## src/rtl/mem_addr_sequencer_if.sv

```systemverilog
// Command/address bundle for mem_addr_sequencer: command handshake in, address stream out.
interface mem_addr_sequencer_if #(
    parameter int ADDR_W  = 16,
    parameter int JUMP_W  = 7,
    parameter int NUM_MAP = 4,
    parameter int LEN_W   = 8
);
    localparam int IDX_W = (NUM_MAP > 1) ? $clog2(NUM_MAP) : 1;

    logic                      cmd_valid;
    logic                      cmd_ready;
    logic [1:0]                cmd_mode;
    logic [JUMP_W-1:0]         jump_addr;
    logic [NUM_MAP*ADDR_W-1:0] map_addr;
    logic [IDX_W-1:0]          map_idx;
    logic [LEN_W-1:0]          burst_len;
    logic [ADDR_W-1:0]         addr_out;
    logic                      addr_valid;
    logic                      addr_ready;
    logic                      addr_last;
    logic                      busy;

    modport master (
        output cmd_valid, cmd_mode, jump_addr, map_addr, map_idx, burst_len, addr_ready,
        input  cmd_ready, addr_out, addr_valid, addr_last, busy
    );

    modport slave (
        input  cmd_valid, cmd_mode, jump_addr, map_addr, map_idx, burst_len, addr_ready,
        output cmd_ready, addr_out, addr_valid, addr_last, busy
    );
endinterface

```

## src/rtl/mem_addr_sequencer.sv

```systemverilog
// Registered memory address sequencer: INC / JUMP / MAP single addresses and strided wrap-around bursts.
//   state   | meaning
//   S_IDLE  | accepting commands; output holds last address (valid or not)
//   S_BURST | walking burst beats; commands refused until the last beat is accepted
module mem_addr_sequencer #(
    parameter int ADDR_W  = 16,
    parameter int JUMP_W  = 7,
    parameter int NUM_MAP = 4,
    parameter int STRIDE  = 1,
    parameter int DEPTH   = 65536,
    parameter int LEN_W   = 8
) (
    input logic clk,
    input logic rst_n,
    mem_addr_sequencer_if.slave bus
);
    localparam int IDX_W = (NUM_MAP > 1) ? $clog2(NUM_MAP) : 1;
    localparam logic [ADDR_W:0] DEPTH_X  = (ADDR_W+1)'(DEPTH);
    localparam logic [ADDR_W:0] STRIDE_X = (ADDR_W+1)'(STRIDE);
    localparam logic [1:0] MODE_INC  = 2'd0;
    localparam logic [1:0] MODE_JUMP = 2'd1;
    localparam logic [1:0] MODE_MAP  = 2'd2;
    localparam logic [1:0] MODE_BURST = 2'd3;

    typedef enum logic {S_IDLE, S_BURST} state_t;

    state_t            state_q, state_d;
    logic [ADDR_W-1:0] addr_q, addr_d;
    logic              valid_q, valid_d;
    logic              last_q, last_d;
    logic [LEN_W-1:0]  cnt_q, cnt_d;

    logic [ADDR_W:0]   sum;
    logic [ADDR_W-1:0] addr_inc;
    logic [ADDR_W-1:0] jump_ext;
    logic [ADDR_W-1:0] map_sel;
    logic              cmd_ready;
    logic              cmd_fire;
    logic              out_fire;

    // One extra bit on the adder keeps the carry so the wrap compare is exact at DEPTH = 2**ADDR_W.
    assign sum      = {1'b0, addr_q} + STRIDE_X;
    assign addr_inc = (sum >= DEPTH_X) ? ADDR_W'(sum - DEPTH_X) : sum[ADDR_W-1:0];
    assign jump_ext = ADDR_W'(bus.jump_addr);

    always_comb begin
        map_sel = bus.map_addr[0 +: ADDR_W];
        for (int i = 1; i < NUM_MAP; i++) begin
            if (bus.map_idx == IDX_W'(i)) map_sel = bus.map_addr[i*ADDR_W +: ADDR_W];
        end
    end

    assign cmd_ready = (state_q == S_IDLE) && (!valid_q || bus.addr_ready);
    assign cmd_fire  = bus.cmd_valid && cmd_ready;
    assign out_fire  = valid_q && bus.addr_ready;

    always_ff @(posedge clk or negedge rst_n) begin
        if (!rst_n) begin
            state_q <= S_IDLE;
            addr_q  <= '0;
            valid_q <= 1'b0;
            last_q  <= 1'b0;
            cnt_q   <= '0;
        end else begin
            state_q <= state_d;
            addr_q  <= addr_d;
            valid_q <= valid_d;
            last_q  <= last_d;
            cnt_q   <= cnt_d;
        end
    end

    always_comb begin
        state_d = state_q;
        addr_d  = addr_q;
        valid_d = valid_q;
        last_d  = last_q;
        cnt_d   = cnt_q;
        case (state_q)
            S_IDLE: begin
                if (cmd_fire) begin
                    case (bus.cmd_mode)
                        MODE_INC: begin
                            addr_d  = addr_inc;
                            valid_d = 1'b1;
                            last_d  = 1'b1;
                        end
                        MODE_JUMP: begin
                            addr_d  = jump_ext;
                            valid_d = 1'b1;
                            last_d  = 1'b1;
                        end
                        MODE_MAP: begin
                            addr_d  = map_sel;
                            valid_d = 1'b1;
                            last_d  = 1'b1;
                        end
                        MODE_BURST: begin
                            if (bus.burst_len == '0) begin
                                valid_d = 1'b0;
                                last_d  = 1'b0;
                            end else begin
                                addr_d  = jump_ext;
                                valid_d = 1'b1;
                                last_d  = (bus.burst_len == LEN_W'(1));
                                cnt_d   = bus.burst_len - 1'b1;
                                state_d = S_BURST;
                            end
                        end
                        default: ;
                    endcase
                end else if (out_fire) begin
                    valid_d = 1'b0;
                    last_d  = 1'b0;
                end
            end
            S_BURST: begin
                if (out_fire) begin
                    if (cnt_q != '0) begin
                        addr_d = addr_inc;
                        cnt_d  = cnt_q - 1'b1;
                        last_d = (cnt_q == LEN_W'(1));
                    end else begin
                        valid_d = 1'b0;
                        last_d  = 1'b0;
                        state_d = S_IDLE;
                    end
                end
            end
            default: state_d = S_IDLE;
        endcase
    end

    assign bus.cmd_ready  = cmd_ready;
    assign bus.addr_out   = addr_q;
    assign bus.addr_valid = valid_q;
    assign bus.addr_last  = last_q;
    assign bus.busy       = (state_q == S_BURST);
endmodule

```

## src/flat_wrapper.sv

```systemverilog
// flat-port wrapper written by rule: the top's interface ports become plain ports
module mem_addr_sequencer_flat 
#(
    parameter int ADDR_W  = 16,
    parameter int JUMP_W  = 7,
    parameter int NUM_MAP = 4,
    parameter int STRIDE  = 1,
    parameter int DEPTH   = 65536,
    parameter int LEN_W   = 8
)
  (clk, rst_n, bus_cmd_valid, bus_cmd_mode, bus_jump_addr, bus_map_addr, bus_map_idx, bus_burst_len, bus_addr_ready, bus_cmd_ready, bus_addr_out, bus_addr_valid, bus_addr_last, bus_busy);
  mem_addr_sequencer_if #(.ADDR_W(ADDR_W), .JUMP_W(JUMP_W), .NUM_MAP(NUM_MAP), .LEN_W(LEN_W)) bus_i ();
  input logic clk;
  input logic rst_n;
  input wire logic [$bits(bus_i.cmd_valid)-1:0] bus_cmd_valid;
  input wire logic [$bits(bus_i.cmd_mode)-1:0] bus_cmd_mode;
  input wire logic [$bits(bus_i.jump_addr)-1:0] bus_jump_addr;
  input wire logic [$bits(bus_i.map_addr)-1:0] bus_map_addr;
  input wire logic [$bits(bus_i.map_idx)-1:0] bus_map_idx;
  input wire logic [$bits(bus_i.burst_len)-1:0] bus_burst_len;
  input wire logic [$bits(bus_i.addr_ready)-1:0] bus_addr_ready;
  output wire logic [$bits(bus_i.cmd_ready)-1:0] bus_cmd_ready;
  output wire logic [$bits(bus_i.addr_out)-1:0] bus_addr_out;
  output wire logic [$bits(bus_i.addr_valid)-1:0] bus_addr_valid;
  output wire logic [$bits(bus_i.addr_last)-1:0] bus_addr_last;
  output wire logic [$bits(bus_i.busy)-1:0] bus_busy;
  assign bus_i.cmd_valid = bus_cmd_valid;
  assign bus_i.cmd_mode = bus_cmd_mode;
  assign bus_i.jump_addr = bus_jump_addr;
  assign bus_i.map_addr = bus_map_addr;
  assign bus_i.map_idx = bus_map_idx;
  assign bus_i.burst_len = bus_burst_len;
  assign bus_i.addr_ready = bus_addr_ready;
  assign bus_cmd_ready = bus_i.cmd_ready;
  assign bus_addr_out = bus_i.addr_out;
  assign bus_addr_valid = bus_i.addr_valid;
  assign bus_addr_last = bus_i.addr_last;
  assign bus_busy = bus_i.busy;
  mem_addr_sequencer #(.ADDR_W(ADDR_W), .JUMP_W(JUMP_W), .NUM_MAP(NUM_MAP), .STRIDE(STRIDE), .DEPTH(DEPTH), .LEN_W(LEN_W)) u_core (.clk(clk), .rst_n(rst_n), .bus(bus_i));
endmodule
```

## config.mk

```make
export PLATFORM = sky130hd
export DESIGN_NAME = mem_addr_sequencer_flat
export DESIGN_NICKNAME = d
export VERILOG_FILES = /design/src/rtl/mem_addr_sequencer_if.sv /design/src/rtl/mem_addr_sequencer.sv /design/src/flat_wrapper.sv
export SDC_FILE = /design/constraint.sdc
export NUM_CORES = 1
export LEC_CHECK = 0
export BUFFER_PORTS_ARGS = -buffer_cell sky130_fd_sc_hd__buf_2
export CAP_MARGIN = 20
export CORE_MARGIN = 4
export CORE_UTILIZATION = 47
export CTS_CLUSTER_DIAMETER = 80
export DETAILED_ROUTE_END_ITERATION = 6
export GPL_ROUTABILITY_DRIVEN = 0
export PLACE_DENSITY = 0.76
export SYNTH_ARGS = -nofsm -noshare
export SYNTH_HDL_FRONTEND = slang
export SYNTH_SLANG_ARGS = --single-unit
```

## constraint.sdc

```tcl
create_clock -name clk -period 2 [get_ports clk]
set_input_delay 0.4 -clock clk [delete_from_list [all_inputs] [get_ports clk]]
set_output_delay 0.4 -clock clk [all_outputs]
set_load 0.02 [all_outputs]
```

# Word level (Yosys, flattened, before mapping)

Cells that the tools add are included.

Add/sub/neg operators: 4
$lt $le $gt $ge: 1
Equal/unequal tests: 16
Mux-type cells: 34
Bitwise logic cells: 1
Reductions and logical operators: 13

Operators by type and width:

| kind                  | number |
|---|---|
| $mux 16               | 8 |
| $pmux 16 s4           | 1 |
| $mux 8                | 5 |
| $pmux 16 s2           | 1 |
| $add 16x1->17 const B | 1 |
| $ge 17x17->1 const B  | 1 |
| $eq 8x1->1 const B    | 2 |
| $pmux 8 s2            | 1 |
| $sub 16x1->16 const B | 1 |
| $sub 8x1->8 const B   | 2 |
| $mux 1                | 13 |
| $ne 2x2->1 const B    | 5 |
| $pmux 1 s2            | 5 |
| $eq 2x2->1 const B    | 4 |
| $logic_not 8->1       | 1 |
| $reduce_bool 8->1     | 1 |
| $reduce_and 5->1      | 1 |
| $eq 2x1->1 const B    | 2 |
| $reduce_and 4->1      | 1 |
| $logic_and 1x1->1     | 3 |
| $ne 3x1->1 const B    | 1 |
| $ne 3x3->1 const B    | 1 |
| $reduce_and 3->1      | 1 |
| $reduce_or 3->1       | 1 |
| other kinds (6)       | 6 |

Bits in registers: 27
Input bits: 87
Output and inout bits: 20
Word-level logic and storage cells: 74

# Logic depth before layout (Yosys ltp)

Gate-level depths: netlist of the first run.

Depth after elaboration: 7
Depth in mapped cells: 8
Mapped depth without buffers: 7

# Least setup slack after synthesis of the first run

No wires, ideal clock.

Path type: input -> register
Start point: input bus_map_idx[0]
End point: register u_core.addr_q[2], in the netlist u_core.bus.addr_out[2]
Arrival time: 1.930 ns
Data required time: 1.862 ns
Path slack: -0.068 ns
Stages on the path: 5
Path buffers: 2
Cells stage by stage: clkbuf_1 -> buf_4 -> mux4_2 -> a222oi_1 -> a21oi_1

Cells in the longest elaborated chain, start to end: 7
Elaborated cells between the ends (all ways): 9

Ends and longest elaborated chain:

| item                   | RTL line                 | text |
|---|---|---|
| start: declaration     | flat_wrapper.sv:19       | `input wire logic [$bits(bus_i.map_idx)-1:0] bus_map_idx;` |
| $eq 2x1->1             | mem_addr_sequencer.sv:49 | `if (bus.map_idx == IDX_W'(i)) map_sel = bus.map_addr[i*ADDR_W +: ADDR_W];` |
| $mux 16 (2 in a row)   | mem_addr_sequencer.sv:49 |  |
| $mux 16 *              | mem_addr_sequencer.sv:49 |  |
| $pmux 16 s4 *          | mem_addr_sequencer.sv:82 | `case (bus.cmd_mode)` |
| $mux 16 *              | mem_addr_sequencer.sv:81 | `if (cmd_fire) begin` |
| $pmux 16 s2 *          | mem_addr_sequencer.sv:79 | `case (state_q)` |
| end signal: assignment | mem_addr_sequencer.sv:66 | `addr_q <= addr_d;` |
| end: declaration       | mem_addr_sequencer.sv:28 | `logic [ADDR_W-1:0] addr_q, addr_d;` |

Every way passes the cells marked *; elsewhere a longest branch is shown, timed or not. The select of a mux whose other input is x is not followed.
A chain may end at the register's enable or synchronous reset.

# Worst setup path in the final report of the first run

Start point: register u_core.valid_q, in the netlist u_core.bus.addr_valid
End point: register u_core.cnt_q[0]

Cells in the longest elaborated chain, start to end: 6
Elaborated cells between the ends (all ways): 8

Ends and longest elaborated chain:

| item                                | RTL line                 | text |
|---|---|---|
| start: declaration                  | mem_addr_sequencer.sv:29 | `logic valid_q, valid_d;` |
| start signal: assignment            | mem_addr_sequencer.sv:67 | `valid_q <= valid_d;` |
| $logic_not 1->1                     | mem_addr_sequencer.sv:53 | `assign cmd_ready = (state_q == S_IDLE) && (!valid_q \|\| bus.addr_ready);` |
| $logic_or 1x1->1                    | mem_addr_sequencer.sv:53 |  |
| $logic_and 1x1->1                   | mem_addr_sequencer.sv:53 |  |
| $logic_and 1x1->1                   | mem_addr_sequencer.sv:54 | `assign cmd_fire = bus.cmd_valid && cmd_ready;` |
| $ne 2x1->1 (no source line)         | n/a                      |  |
| $reduce_and 5->1 (no source line) * | n/a                      |  |
| end signal: assignment              | mem_addr_sequencer.sv:69 | `cnt_q <= cnt_d;` |
| end: declaration                    | mem_addr_sequencer.sv:31 | `logic [LEN_W-1:0] cnt_q, cnt_d;` |

Every way passes the cells marked *; elsewhere a longest branch is shown, timed or not.

==> metrics.txt, run 1 <==
drt drc=0; Avg WL per Cell=15.3 microns; warnings from Yosys=0; number of flops mapped to enable cells by yosys=0; core footprint=4720 sq um; Post-Route Utilization=65.6%; startpoint class of the critical path=register; largest net degree at the start of global routing=33; # resized after CTS=0; Post-CTS Hold Buffers=0; Worst Path Required=2210 ps; final net count=467; insertion delay of the later-clocked pin in the worst-skew pair=280 ps; number of global-route vias before repair=2533; most used cells in the layout excluding fill and tap cells=sky130_fd_sc_hd__buf_2 (106), sky130_fd_sc_hd__dfrtp_1 (27), sky130_fd_sc_hd__nand2_1 (24), sky130_fd_sc_hd__o21ai_1 (23), sky130_fd_sc_hd__buf_4 (23); number of diodes=0; post-detailed-route count of antenna-violating nets=0; startpoint-to-endpoint class of the critical path=register to register; post-CTS setup buffer count=0; full die area=6090 sq um; CTS Buf Count=3; Std-Cell Rows=25; kind of end point of the critical path=register; deepest clock path buffer count=2; setup slack after placement=-41.1 ps; crit-path max FO=7; ys async rst share=100%; RSZ-0062 raised after global routing=false; worst setup margin=180 ps; number of slew-limit violations in the final report=0; global-route wire length before repair=11.3 mm; dominant register cell in the synthesized netlist=sky130_fd_sc_hd__dfrtp_1; power density over cell area=1090 nW/um^2; most common cell after layout, fill and taps aside=sky130_fd_sc_hd__buf_2; grt ovf=0; type of the worst min-delay path=primary input to asynchronous set/reset pin; total routed wirelength=6.70 mm; worst supply voltage drop on vdd=0.496 mV; Tmin final=1820 ps; Post-Syn Nets=346; die width=78.0 microns; Leak Pwr=0.00141 uW; total global routing track utilization=22.7%; fraction of final layout cells sized beyond drive strength 1=42.5%; arrival time worst endpoint=2030 ps; P&R area growth vs syn=34.3%; clock tree from TritonCTS=built; initial antenna violation count=0; number of primary I/O pins=107; CTS Root Buffer Type=sky130_fd_sc_hd__clkbuf_8; number of vias in the routed layout=2547; achievable frequency=0.549 GHz; Iteration-0 DRC Markers=167; first drt pass iteration count=4; Tightest Pin Transition=679 ps; number of standard cells after synthesis=252; instance area after placement=3040 sq um; Port-buffer cells=106; proportion of synthesized chip area in sequential cells=29.3%; maximum level of the CTS H-tree=1; half-perimeter wire length after detailed placement=5.56 mm; Via-to-Cell Ratio=5.80; post-synthesis sequential element count=27; count of distinct cell types in the synthesized netlist=53; result of the run=complete, no violations; Reg clk slew, reported paths=100 ps; number of clock sinks=27; final cell area excluding filler cells=3100 sq um; Post-Syn Area per Cell=9.15 sq um; total power of the final layout=3360 uW; cell area after synthesis=2310 sq um; initial standard-cell utilization of the core=48.8%; endpoints failing hold=0; Maximum Capacitance Violations=0; share of the clock period used by the worst path=91.0%; die span in y=78.0 microns; endpoints failing setup=0; Setup Skew=3.00 ps; max_slew headroom=54.3%; worst hold slack after final layout=131 ps
where the power goes:
part	total [uW]	switching, uW	leakage (uW)	internal [uW]
registers	1090	296	0.000331	791
logic	1950	1100	0.00106	849
clock network	326	185	0.0000217	142
per-stage QoR:
step | setup TNS, ps | instances
final | 0 | 439
after global placement | -23.3 | 435
after CTS | 0 | 439
after floorplan | 0 | 252
after detailed placement | -146 | 435
after global routing | 0 | 439
layout make-up:
type | instances | area [sq um]
Clock buffer | 3 | 41.3
Clock inverter | 1 | 7.51
Fill cell | 399 | 1630
Inverter | 11 | 41.3
Multi-Input combinational cell | 200 | 1520
Sequential cell | 27 | 676
Tap cell | 67 | 83.8
Timing Repair Buffer | 130 | 723
cell families (layout without fill, tap and decap cells):
group                    Yosys count  after routing  synth area share, %
adder cells (fa/ha/maj)            7              7                 3.80
flip-flops                        27             27                 29.3
multiplexers                      17             17                 16.1
buffers and inverters             25            145                 4.77
XOR/XNOR                           6              6                 2.28
AO/OA/AOI/OAI                     89             89                 25.5
AND/OR/NAND/NOR                   81             81                 18.3
worst max-delay path, cell delays in order (launching register included):
cell and delay, ps:
sky130_fd_sc_hd__dfrtp_1 390, sky130_fd_sc_hd__nor2b_1 150, sky130_fd_sc_hd__or3b_1 480, sky130_fd_sc_hd__o31ai_4 360, sky130_fd_sc_hd__buf_4 200, sky130_fd_sc_hd__o211ai_1 80
sky130_fd_sc_hd__o21ai_1 90
routing by layer:
layer  GRT usage (%)  up-vias  part of all wire [%]
met1            30.4     1213                    42
met3            3.67       10                   7.5
li1                -     1216                     -
met5               0        -                     0
met4            6.99        0                   1.6
met2            37.8      108                    49
worst paths after layout:
check,endpoint,cells past startpoint,slack (ps),start
max,u_core.cnt_q[0]$_DFFE_PN0P_,6,180,u_core.bus.addr_valid$_DFFE_PN0P_
min,u_core.cnt_q[4]$_DFFE_PN0P_,1,130,rst_n
max reg2reg,u_core.cnt_q[0]$_DFFE_PN0P_,6,180,u_core.bus.addr_valid$_DFFE_PN0P_
min reg2reg,u_core.bus.addr_out[15]$_DFFE_PN0P_,2,560,u_core.bus.addr_out[15]$_DFFE_PN0P_
max in group asynchronous,u_core.cnt_q[1]$_DFFE_PN0P_,1,1460,rst_n
min in group clk,u_core.bus.addr_out[1]$_DFFE_PN0P_,3,440,bus_jump_addr[1]
cell usage after synthesis, types with 6 or more instances:
master | number | share of area [%]
sky130_fd_sc_hd__a21oi_1 | 18 | 3.9
sky130_fd_sc_hd__o21ai_1 | 24 | 5.2
sky130_fd_sc_hd__nand3_1 | 6 | 1.3
sky130_fd_sc_hd__ha_1 | 7 | 3.8
sky130_fd_sc_hd__mux4_2 | 16 | 16
sky130_fd_sc_hd__clkbuf_1 | 9 | 1.5
sky130_fd_sc_hd__nand2_1 | 24 | 3.9
sky130_fd_sc_hd__inv_1 | 11 | 1.8
sky130_fd_sc_hd__dfrtp_1 | 27 | 29
sky130_fd_sc_hd__nor2_1 | 17 | 2.8
flip-flops by register name, summed over array words and instances (netlist names):
name / count
u_core.bus.addr_valid: 1
u_core.cnt_q: 8
u_core.bus.addr_out: 16
u_core.bus.addr_last: 1
u_core.bus.busy: 1
Note: power is estimated with default switching activity, not from simulation.
==> inputs of run 2 (changes only) <==
ABC_AREA = 1   (was unset)
CORE_UTILIZATION = 51   (was 47)
PLACE_DENSITY = 0.78   (was 0.76)
==> run 2 against run 1 <==
Net effect:
- die area rose by 14%
- global-route usage fell by 0.21 points
- largest power group unchanged
- area after synthesis rose by 25%
- routed wire length rose by 23%
- sequential power fell by 9%
- sequential share of layout area fell by 2.4 points
- critical path type unchanged
- clock-buffer cell count rose by 1
- worst setup slack improved by 91 ps
==> metrics.txt, run 2 <==
number of standard cells after synthesis=513; core footprint=5510 sq um; insertion delay of the later-clocked pin in the worst-skew pair=280 ps; Via-to-Cell Ratio=5.14; initial standard-cell utilization of the core=52.4%; Worst Path Required=2180 ps; largest net degree at the start of global routing=28; crit-path max FO=5; count of distinct cell types in the synthesized netlist=29; endpoints failing hold=0; arrival time worst endpoint=1910 ps; post-CTS setup buffer count=0; total routed wirelength=8.22 mm; routed metal-1 wirelength=3.52 mm; peak per-stage delay on the critical path=410 ps; initial antenna violation count=0; final net count=708; Std-Cell Rows=27; full die area=6920 sq um; instance area after placement=3440 sq um; die span in y=83.2 microns; drt drc=0; worst supply voltage drop on vdd=0.549 mV; number of global-route vias before repair=3114; WL met3=551 microns; max FFs per register=16; fraction of final layout cells sized beyond drive strength 1=21.5%; CTS Buf Count=3; # resized after CTS=0; deepest clock path buffer count=2; type of the worst min-delay path=primary input to asynchronous set/reset pin; ys async rst share=100%; maximum level of the CTS H-tree=1; Leak Pwr=0.00198 uW; Most common cell on crit path=sky130_fd_sc_hd__nand2_1; number of flops mapped to enable cells by yosys=0; RSZ-0062 raised after global routing=false; setup slack on the worst flop-to-flop path=270 ps; result of the run=complete, no violations; power density over cell area=872 nW/um^2; P&R area growth vs syn=20.9%; first element of the critical path=u_core.bus.addr_out[0]$_DFFE_PN0P_; post-detailed-route count of antenna-violating nets=0; leading cell types by count after synthesis=sky130_fd_sc_hd__nand2_1 (143), sky130_fd_sc_hd__nor2_1 (96), sky130_fd_sc_hd__inv_1 (64); Setup Skew=3.26 ps; endpoints failing setup=0; most instantiated library cell after synthesis=sky130_fd_sc_hd__nand2_1; dominant register cell in the synthesized netlist=sky130_fd_sc_hd__dfrtp_1; Iteration-0 DRC Markers=208; number of clock sinks=27; cell with the biggest individual delay on the critical path=sky130_fd_sc_hd__dfrtp_1; area leader, netlist=sky130_fd_sc_hd__dfrtp_1; Reg clk slew, reported paths=100 ps; Tightest Pin Transition=623 ps; setup total negative slack=0 ps; ordered cell list for the critical path=ha_1 > nand2_1 > nor2_1 > nand2_1 > nor2_1 > a21oi_2 > o21ai_0 > nand2_1; kind of end point of the critical path=register; Maximum Capacitance Violations=0; number of cells traversed by the worst register-to-register path=8; startpoint class of the critical path=register; most common cell after layout, fill and taps aside=sky130_fd_sc_hd__nand2_1; Post-Syn Area per Cell=5.62 sq um; half-perimeter wire length after detailed placement=6.59 mm; Post-Route Utilization=63.3%; final cell area excluding filler cells=3490 sq um; Avg WL per Cell=12.0 microns; most area-consuming cells after synthesis=sky130_fd_sc_hd__dfrtp_1 (23%), sky130_fd_sc_hd__nand2_1 (19%), sky130_fd_sc_hd__nor2_1 (12%); cell area after synthesis=2890 sq um; Reg-to-Reg Start=u_core.bus.addr_out[0]$_DFFE_PN0P_; number of slew-limit violations in the final report=0; highest routed layer=met4; startpoint-to-endpoint class of the critical path=register to register; global-route wire length before repair=13.3 mm; worst setup margin=271 ps; Post-Syn Nets=607; total global routing track utilization=22.4%; proportion of synthesized chip area in sequential cells=23.4%; first drt pass iteration count=5; number of diodes=0; worst flop-to-flop path endpoint=u_core.bus.addr_out[10]$_DFFE_PN0P_; Post-CTS Hold Buffers=0; Port-buffer cells=106; Synth top area share=23.4%; die width=83.2 microns; post-synthesis sequential element count=27; Tmin final=1730 ps; share of the clock period used by the worst path=86.5%; clock tree from TritonCTS=built; grt ovf=0; number of vias in the routed layout=3522; CTS Root Buffer Type=sky130_fd_sc_hd__clkbuf_8; max_slew headroom=58.4%; achievable frequency=0.578 GHz; detailed-routed wire length on met2=4.03 mm; number of primary I/O pins=107; setup slack after placement=91.4 ps; most used cells in the layout excluding fill and tap cells=sky130_fd_sc_hd__nand2_1 (143), sky130_fd_sc_hd__buf_2 (106), sky130_fd_sc_hd__nor2_1 (96), sky130_fd_sc_hd__inv_1 (64), sky130_fd_sc_hd__nand3_1 (62); warnings from Yosys=0
run 2: cell types whose count changed in the layout (fill, tap and decap cells not counted), moves of 6 or more:
cell | previous run | this run
sky130_fd_sc_hd__buf_4 | 23 | 7
sky130_fd_sc_hd__nand3_1 | 6 | 62
sky130_fd_sc_hd__nor2_1 | 17 | 96
sky130_fd_sc_hd__inv_1 | 11 | 64
sky130_fd_sc_hd__nand2_1 | 24 | 143
sky130_fd_sc_hd__o21ai_1 | 23 | 8
sky130_fd_sc_hd__o21ai_0 | 5 | 35
sky130_fd_sc_hd__mux4_2 | 16 | 0
sky130_fd_sc_hd__nand2_2 | 0 | 6
run 2: report_power, final:
group          internal [uW]  total [uW]  leakage [uW]  switching (uW)
logic                    624        1730       0.00163            1100
clock network            143         329     0.0000228             185
registers                752         988      0.000322             236
run 2: layer usage:
layer  vias to the layer above  global-route usage, %
met5                         -                      0
met4                         0                   4.75
met3                        13                   4.46
met1                      1568                   27.7
li1                       1831                      -
met2                       110                   40.2
run 2: final cells by class:
cell class                      instances  area [sq um]
Fill cell                             542          2020
Multi-Input combinational cell        401          1840
Sequential cell                        27           676
Timing Repair Buffer                  113           583
Inverter                               68           255
Tap cell                               72          90.1
Clock buffer                            4          45.0
run 2: worst max-delay path by stage:
| stage | to | cells past startpoint |
|---|---|---|
| CTS | u_core.bus.addr_out[10]$_DFFE_PN0P_ | 8 |
| global route | u_core.bus.addr_out[10]$_DFFE_PN0P_ | 8 |
| floorplan | u_core.bus.addr_out[10]$_DFFE_PN0P_ | 8 |
| finish | u_core.bus.addr_out[10]$_DFFE_PN0P_ | 8 |
| detailed placement | u_core.bus.addr_out[11]$_DFFE_PN0P_ | 11 |
| global placement | u_core.bus.addr_out[10]$_DFFE_PN0P_ | 11 |
run 2: through the flow:
| stage | hold WS (ps) | instances | total power, uW |
|---|---|---|---|
| 2_1_floorplan | 104 | 513 | 2220 |
| 3_3_place_gp | 455 | 681 | 2670 |
| 3_5_place_dp | 452 | 681 | 2710 |
| 4_1_cts | 138 | 685 | 3040 |
| 5_1_grt | 165 | 685 | 3330 |
| 6_report | 123 | 685 | 3040 |
run 2: cells by family (layout without fill, tap and decap cells):
family	after synthesis	count (layout)	synth area share, %
simple gates	325	325	47.4
compound gates	67	67	12.7
fa+ha+maj	7	7	3.04
xor+xnor	2	2	0.607
buf+inv	85	185	12.8
flops	27	27	23.4
run 2: critical path: cells and delay by family (launching register included):
kind                       cells  cell delay (ps)
AOI/OAI and AO/OA              2              240
DFF                            1              410
adders and majority gates      1              180
and+or+nand+nor                5              800
